===== config.mk =====
export PLATFORM = sky130hd
export DESIGN_NAME = pix_host_writer
export DESIGN_NICKNAME = d
export VERILOG_FILES = /design/src/rtl/pix_host_writer.sv
export SDC_FILE = /design/constraint.sdc
export NUM_CORES = 1
export LEC_CHECK = 0
export BUFFER_PORTS_ARGS = -buffer_cell sky130_fd_sc_hd__buf_2
export CAP_MARGIN = 25
export CORE_MARGIN = 8
export CORE_UTILIZATION = 45
export CTS_BUF_LIST = sky130_fd_sc_hd__clkbuf_16
export CTS_CLUSTER_DIAMETER = 50
export DETAILED_ROUTE_END_ITERATION = 10
export GPL_TIMING_DRIVEN = 0
export PLACE_DENSITY = 0.68
export SLEW_MARGIN = 40
export SYNTH_ARGS = -nofsm -noshare
export SYNTH_HDL_FRONTEND = slang
export SYNTH_SLANG_ARGS = --single-unit

===== constraint.sdc =====
create_clock -name clk -period 3.5 [get_ports clk]
set_input_delay 0.175 -clock clk [delete_from_list [all_inputs] [get_ports clk]]
set_output_delay 0.175 -clock clk [all_outputs]
set_load 0.02 [all_outputs]

===== src/rtl/pix_host_writer.sv =====
// pix_host_writer: byte-wide host command/data port feeding an RGB565 pixel FIFO,
// plus a free-running write address (page / row / column) for a panel controller.
//
// Host handshake: a byte is taken on every cycle with host_wr=1 (no back-pressure;
// host_busy is advisory). host_dc selects command (0) or data (1). The FIFO read
// side is show-ahead: FIFO_out is the head word whenever FIFO_full=1, and
// FIFO_RD_req=1 in such a cycle consumes it. A request with FIFO_full=0 is ignored.
//
// Optional build macro: PIX_LE_EN -- pixel bytes arrive low byte first.
module pix_host_writer #(
    parameter int H_ACT = 800,
    parameter int V_ACT = 480,
    parameter int DEPTH = 8
) (
    input  logic        clk,
    input  logic        rst,
    input  logic        host_wr,
    input  logic        host_dc,
    input  logic [7:0]  host_d,
    output logic        host_busy,
    output logic        ovf,
    output logic [15:0] FIFO_out,
    output logic        FIFO_full,
    input  logic        FIFO_RD_req,
    input  logic        startup_inc,
    output logic [8:0]  row_add_user,
    output logic [9:0]  col_add_user,
    output logic [2:0]  page_set,
    output logic [1:0]  fsm_state
);

    localparam int AW = $clog2(DEPTH);
    localparam int CW = AW + 1;

    typedef enum logic [1:0] {
        IDLE     = 2'd0,
        PAGE_ARG = 2'd1,
        PIX_HI   = 2'd2,
        PIX_LO   = 2'd3
    } state_t;

    state_t          state;
    logic [7:0]      held;
    logic [15:0]     mem [DEPTH];
    logic [AW-1:0]   wr_ptr;
    logic [AW-1:0]   rd_ptr;
    logic [CW-1:0]   count;

    logic            cmd_stb;
    logic            data_stb;
    logic            clr;
    logic            push;
    logic            pop;
    logic            full_i;
    logic            do_push;
    logic [15:0]     push_word;

    // Strobe decode and FIFO push/pop qualification
    always_comb begin
        cmd_stb  = host_wr & ~host_dc;
        data_stb = host_wr & host_dc;
        clr      = cmd_stb && (host_d == 8'h02);
        push     = data_stb && (state == PIX_LO);
        full_i   = (count == CW'(DEPTH));
        pop      = FIFO_RD_req && (count != '0);
        // A full FIFO still accepts a word when the head leaves in the same cycle
        do_push  = push && (!full_i || pop);
`ifdef PIX_LE_EN
        push_word = {host_d, held};
`else
        push_word = {held, host_d};
`endif
    end

    // Host byte FSM: commands win in every state and drop any half pixel
    always_ff @(posedge clk or negedge rst) begin
        if (!rst) begin
            state    <= IDLE;
            held     <= 8'h00;
            page_set <= 3'd0;
        end else if (cmd_stb) begin
            held <= 8'h00;
            case (host_d)
                8'h01:   state <= PAGE_ARG;
                8'h2C:   state <= PIX_HI;
                default: state <= IDLE;
            endcase
        end else if (data_stb) begin
            case (state)
                PAGE_ARG: begin
                    page_set <= host_d[2:0];
                    state    <= IDLE;
                end
                PIX_HI: begin
                    held  <= host_d;
                    state <= PIX_LO;
                end
                PIX_LO:  state <= PIX_HI;
                default: state <= IDLE;
            endcase
        end
    end

    // FIFO storage; contents are meaningless while count is zero, so no reset
    always_ff @(posedge clk) begin
        if (do_push) begin
            mem[wr_ptr] <= push_word;
        end
    end

    // FIFO pointers, occupancy and sticky overflow
    always_ff @(posedge clk or negedge rst) begin
        if (!rst) begin
            wr_ptr <= '0;
            rd_ptr <= '0;
            count  <= '0;
            ovf    <= 1'b0;
        end else begin
            if (do_push) wr_ptr <= wr_ptr + AW'(1);
            if (pop)     rd_ptr <= rd_ptr + AW'(1);
            if (do_push && !pop)      count <= count + CW'(1);
            else if (!do_push && pop) count <= count - CW'(1);
            if (clr)                           ovf <= 1'b0;
            else if (push && full_i && !pop)   ovf <= 1'b1;
        end
    end

    // Raster write address: column steps per pulse, row steps on column wrap
    always_ff @(posedge clk or negedge rst) begin
        if (!rst) begin
            col_add_user <= 10'd0;
            row_add_user <= 9'd0;
        end else if (clr) begin
            col_add_user <= 10'd0;
            row_add_user <= 9'd0;
        end else if (startup_inc) begin
            if (col_add_user == 10'(H_ACT - 1)) begin
                col_add_user <= 10'd0;
                if (row_add_user == 9'(V_ACT - 1)) row_add_user <= 9'd0;
                else                               row_add_user <= row_add_user + 9'd1;
            end else begin
                col_add_user <= col_add_user + 10'd1;
            end
        end
    end

    assign FIFO_full = (count != '0);
    assign host_busy = full_i;
    assign FIFO_out  = (count != '0) ? mem[rd_ptr] : 16'h0000;
    assign fsm_state = state;

endmodule


Yosys cells after proc, flatten, opt, wreduce, memory -nomap -nowiden
Memories as Yosys holds them, arrays and structs flattened.
Cells that the tools add are included.
Widths: inputs -> output; s select.
{"block": "word_totals", "regBits": 43, "inputBits": 14, "latchBits": 0, "memories": 1, "mem_bits_rw": 128, "mem_bits_ro": 0, "wordCells": 72, "out_inout_bits": 43}
{"name": "mem", "words": 8, "word_bits": 16, "read_ports": 1, "rd_ports_with_merged_regs": 0, "wr": 1, "line_no": "44", "source": "logic [15:0] mem [DEPTH];"}
{"block": "classes", "shifts": 0, "mux": 21, "order_cmp": 0, "addsub": 6, "n_mul": 0, "n_reduce_logical": 22, "eq_ne": 9, "div": 0, "bitwise_logic": 4}
{"cell": "$mux 9", "n": 4}
{"cell": "$mux 10", "n": 3}
{"cell": "$mux 8", "n": 3}
{"cell": "$mux 16", "n": 1}
{"cell": "$reduce_bool 2->1", "n": 6}
{"cell": "$add 10x1->10 const B", "n": 1}
{"cell": "$eq 10x10->1 const B", "n": 1}
{"cell": "$add 9x1->9 const B", "n": 1}
{"cell": "$eq 9x9->1 const B", "n": 1}
{"cell": "$eq 8x1->1 const B", "n": 1}
{"cell": "$eq 8x2->1 const B", "n": 1}
{"cell": "$eq 8x6->1 const B", "n": 1}
{"cell": "$logic_and 1x1->1", "n": 8}
{"cell": "$mux 4", "n": 2}
{"cell": "$pmux 2 s2", "n": 2}
{"cell": "$add 3x1->3 const B", "n": 2}
{"cell": "$add 4x1->4 const B", "n": 1}
{"cell": "$eq 2x2->1 const B", "n": 2}
{"cell": "$eq 4x4->1 const B", "n": 1}
{"cell": "$mux 1", "n": 4}
{"cell": "$mux 2", "n": 2}
{"cell": "$reduce_and 2->1", "n": 2}
{"cell": "$reduce_bool 4->1", "n": 1}
{"cell": "$sub 4x1->4 const B", "n": 1}
{"cell": "6 further kinds", "n": 10}

Depth between registers and ports, before layout
{"block": "logic_depth", "depth_word": 8, "ltp_mapped": 10, "mapped_depth_nobuf": 10}

Worst setup path before layout
No wires, ideal clock.
{"block": "synth_timing", "kind": "register -> register", "from": "register count[0]", "to": "register count[3]", "required_ps": 3364, "setup_ps": 136, "arrival_time_ps": 2667, "synth_period_minus_slack_ps": 2803, "path_slack_ps": 697, "path_stages_with_launch": 9, "path_buffers": 0, "path_cell_list": "dfrtp_1 > or4b_2 > o21a_1 > ha_1 > inv_1 > ha_1 > a21o_1 > a2111oi_0 > o31ai_1"}
{"block": "synth_between", "elab_chain_len": 7, "word_cells_on_any_way": 15, "cone_classes": "2 x add/sub; 1 x eq/ne; 2 x mux; 10 x reduce/logical"}
{"item": "start, declared", "line_no": "47", "source": "logic [CW-1:0] count;"}
{"item": "start signal, assigned", "line_no": "121", "source": "if (do_push && !pop) count <= count + CW'(1);"}
{"item": "start signal, assigned", "line_no": "122", "source": "else if (!do_push && pop) count <= count - CW'(1);"}
{"item": "$eq 4x4->1 / $reduce_bool 4->1 (equally long branches)", "line_no": "64, 65"}
{"item": "$logic_not 1->1 / $logic_and 1x1->1 (equally long branches)", "line_no": "67, 65"}
{"item": "$logic_or 1x1->1 (*)", "line_no": "67", "source": "do_push = push && (!full_i || pop);"}
{"item": "$logic_and 1x1->1 (*)", "line_no": "67"}
{"item": "via do_push", "line_no": "55", "source": "logic do_push;"}
{"item": "$logic_not 1->1", "line_no": "122"}
{"item": "$logic_and 1x1->1", "line_no": "122"}
{"item": "$reduce_bool 2->1 (no source line)"}
Mark *: on every way through the listed nets, which the timed path passes. The rest lies on a longest branch. The select of a mux whose other input is x is not followed.
A chain may end at the register's enable or synchronous reset.

Worst setup path in the final report
Ends and elaborated chain as after synthesis.

==> out/qor.yml <==
ir_worst_vdd_mv: 0.441
clockBufferDepth: 2
setup_ws_ns: 0.350
dpl-instance-area_mm2: 0.00777
grt_pass1_vias: 4377
synth_cells: 426
cp-start-kind: "flop"
overflow: 0
synth_nets: 448
post-route-period-util_pct: 90.0
ctsHoldBuffers: 1
cts_buffers: 17
synth_seq_area_share_pct: 69.5
power_density_mw_per_mm2: 720
diodes: 0
drtIter0Drc: 337
hold_violations: 0
rows: 46
dieArea_mm2: 0.0200
ys_ff_latch: 171
synthArstFlopShare_pct: 25.1
cts_resized: 0
cap_violations: 0
cts_tree: "yes"
start_util_pct: 45.2
ios: 57
final_util_pct: 53.8
totalPowerFinal_w: 0.00607
status: "completed"
fp.dieH_um: 141
yosys_warnings: 0
htreeDepth: 4
dpl.hpwl_um: 9810
drive_above_1_share_pct: 28.5
syn-mean-instance-area_um2: 16.6
p_leak_nw: 3.02
ys.flop_type: "edfxtp_1"
cts.sinks: 171
cts_root_buf: "clkbuf_16"
area_growth_pct: 18.9
cp.arrival_ns: 3.44
grt_pass1_wl_um: 24500
grtUsageMet1_pct: 22.1
syn-cell-area_mm2: 0.00708
maxSlewHeadroom_pct: 45.8
grt_max_degree: 44
core-area_mm2: 0.0157
rsz0062_at_grt: "false"
dr_total_vias: 4089
crit_type: "flop to flop"
drc: 0
pre_cts_ws_ns: 0.341
period_needed_ns: 3.15
port_buffers: 56
clkTransAtPathRegs_ns: 0.06
grt_antenna_before_repair: 0
drtAntennaViolNets: 0
slew_violations: 0
synth_edf_count: 128
end_kind: "flop"
wl_per_cell_um: 20.4
post_cts_buffers: 0
vias_per_cell: 5.54
place_congestion: 0.815
die_w_um: 141
fin_nets: 531
grt_util_met2_pct: 25.6
clk_latency_ns: 0.42
worst_slew_pin_slew_ns: 0.814
hold_class: "input port to flop"
yosysUniqueCellTypes: 49
finalSetupViolations: 0
skew_ns: 0.00567
grt_use_met3_pct: 4.03
cp.required_ns: 3.79
final_cell_area_mm2: 0.00842
routed_wl_um: 15000
grtUsageTotal_pct: 16.2
max_freq_mhz: 318
firstDrtPassIters: 5
grt.busiest_layer: "met2"
crit_fanout: 6
## per-stage QoR
step	cells	hold slack, ns	TNS [ns]
after global placement	698	0.378	-6.57
after global routing	738	0.0989	0
after CTS	738	0.0680	0
after floorplan	426	-0.121	0
final	738	0.0872	0
after detailed placement	705	0.209	0
## path summary, 6_finish.rpt
check	startpoint	endpoint	slack (ns)	cells past startpoint
hold reg to reg	ovf$_DFFE_PN0P_	ovf$_DFFE_PN0P_	0.51	2
max in group asynchronous	rst	rd_ptr[2]$_DFFE_PN0N_	2.83	2
hold / removal	FIFO_RD_req	rd_ptr[2]$_DFFE_PN0N_	0.09	3
setup reg to reg	count[0]$_DFFE_PN0P_	count[3]$_DFFE_PN0P_	0.35	8
setup / recovery	count[0]$_DFFE_PN0P_	count[3]$_DFFE_PN0P_	0.35	8
min in group asynchronous	rst	count[3]$_DFFE_PN0P_	0.28	2
## final cells by class
| cell class | count | area, µm² |
|---|---|---|
| clock buffers | 17 | 425 |
| inverters | 5 | 18.8 |
| repair buffers | 64 | 355 |
| flip-flops and latches | 171 | 4920 |
| plain buffers | 17 | 68.8 |
| clock inverters | 15 | 219 |
| well taps | 216 | 270 |
| multi-input cells | 233 | 2150 |
| fillers | 1305 | 7230 |
## cells in the mapped netlist (4+ instances only)
| cell type | n | area share [%] |
|---|---|---|
| nand3_1 | 14 | 0.99 |
| mux4_2 | 32 | 10 |
| a22o_1 | 8 | 0.99 |
| mux2i_1 | 17 | 2.4 |
| mux2_2 | 6 | 0.95 |
| nand2b_1 | 6 | 0.53 |
| inv_1 | 5 | 0.26 |
| or3_1 | 4 | 0.35 |
| o21ai_0 | 7 | 0.49 |
| and4_1 | 4 | 0.49 |
| xnor2_1 | 7 | 0.87 |
| nand2_1 | 24 | 1.3 |
| dfrtp_1 | 43 | 15 |
| nor2_1 | 31 | 1.6 |
| ha_1 | 7 | 1.2 |
| nor2b_1 | 4 | 0.35 |
| nor3_1 | 10 | 0.71 |
| edfxtp_1 | 128 | 54 |
| clkbuf_1 | 13 | 0.69 |
| a21oi_1 | 12 | 0.85 |
| xor2_1 | 4 | 0.49 |
## power breakdown
part / total (W) / switching [W] / leakage [nW] / internal (W)
registers: 0.00234 / 0.0000981 / 1.67 / 0.00224
logic: 0.00169 / 0.000970 / 1.04 / 0.000721
clock network: 0.00204 / 0.000767 / 0.321 / 0.00127
total: 0.00607 / 0.00183 / 3.02 / 0.00423
## critical path: stages (launching register included)
cell and delay [ns]:
dfrtp_1 0.46, or4b_2 0.75, o21a_1 0.29, ha_1 0.27
inv_1 0.16, ha_1 0.26, a21o_1 0.20, a2111oi_0 0.47
o31ai_1 0.15
## routing by layer
layer / share of wire (%) / vias up
li1: - / 1851
met1: 46 / 2097
met2: 47 / 129
met3: 6.4 / 12
met4: 0.71 / 0
met5: 0 / -
## placed cells by master (no fill, tap or decap), types with 3 or more instances in the layout
master     synthesis  routed
a21oi_1           12      12
a22o_1             8       8
and3_1             3       3
and4_1             4       4
buf_2              3      60
buf_4              0       4
bufinv_16          0       5
clkbuf_1          13      12
clkbuf_16          0      17
dfrtp_1           43      43
edfxtp_1         128     128
ha_1               7       7
inv_1              5       7
inv_6              0       4
mux2_2             6       6
mux2i_1           17      17
mux4_2            32      32
nand2_1           24      24
nand2b_1           6       6
nand3_1           14      14
nand4_1            3       3
nor2_1            31      25
nor2_4             0       6
nor2b_1            4       4
nor3_1            10       8
o21ai_0            7       7
or3_1              4       4
xnor2_1            7       7
xor2_1             4       4
## sequential cells by signal (all words and copies together) (netlist names)
register / flops
row_add_user: 9
fsm_state: 2
count: 4
wr_ptr: 3
ovf: 1
rd_ptr: 3
page_set: 3
col_add_user: 10
mem: 128
held: 8
## cells by family (layout without fill, tap and decap cells)
kind of cell,count (synthesis),count (layout),synth area share [%]
fa+ha+maj,8,8,1.52
buf+inv,22,118,1.22
flops,171,171,69.5
compound gates,42,42,4.08
simple gates,117,117,8.83
mux,55,55,13.5
xor+xnor,11,11,1.36
No activity file was read; power rests on OpenSTA's default activity.
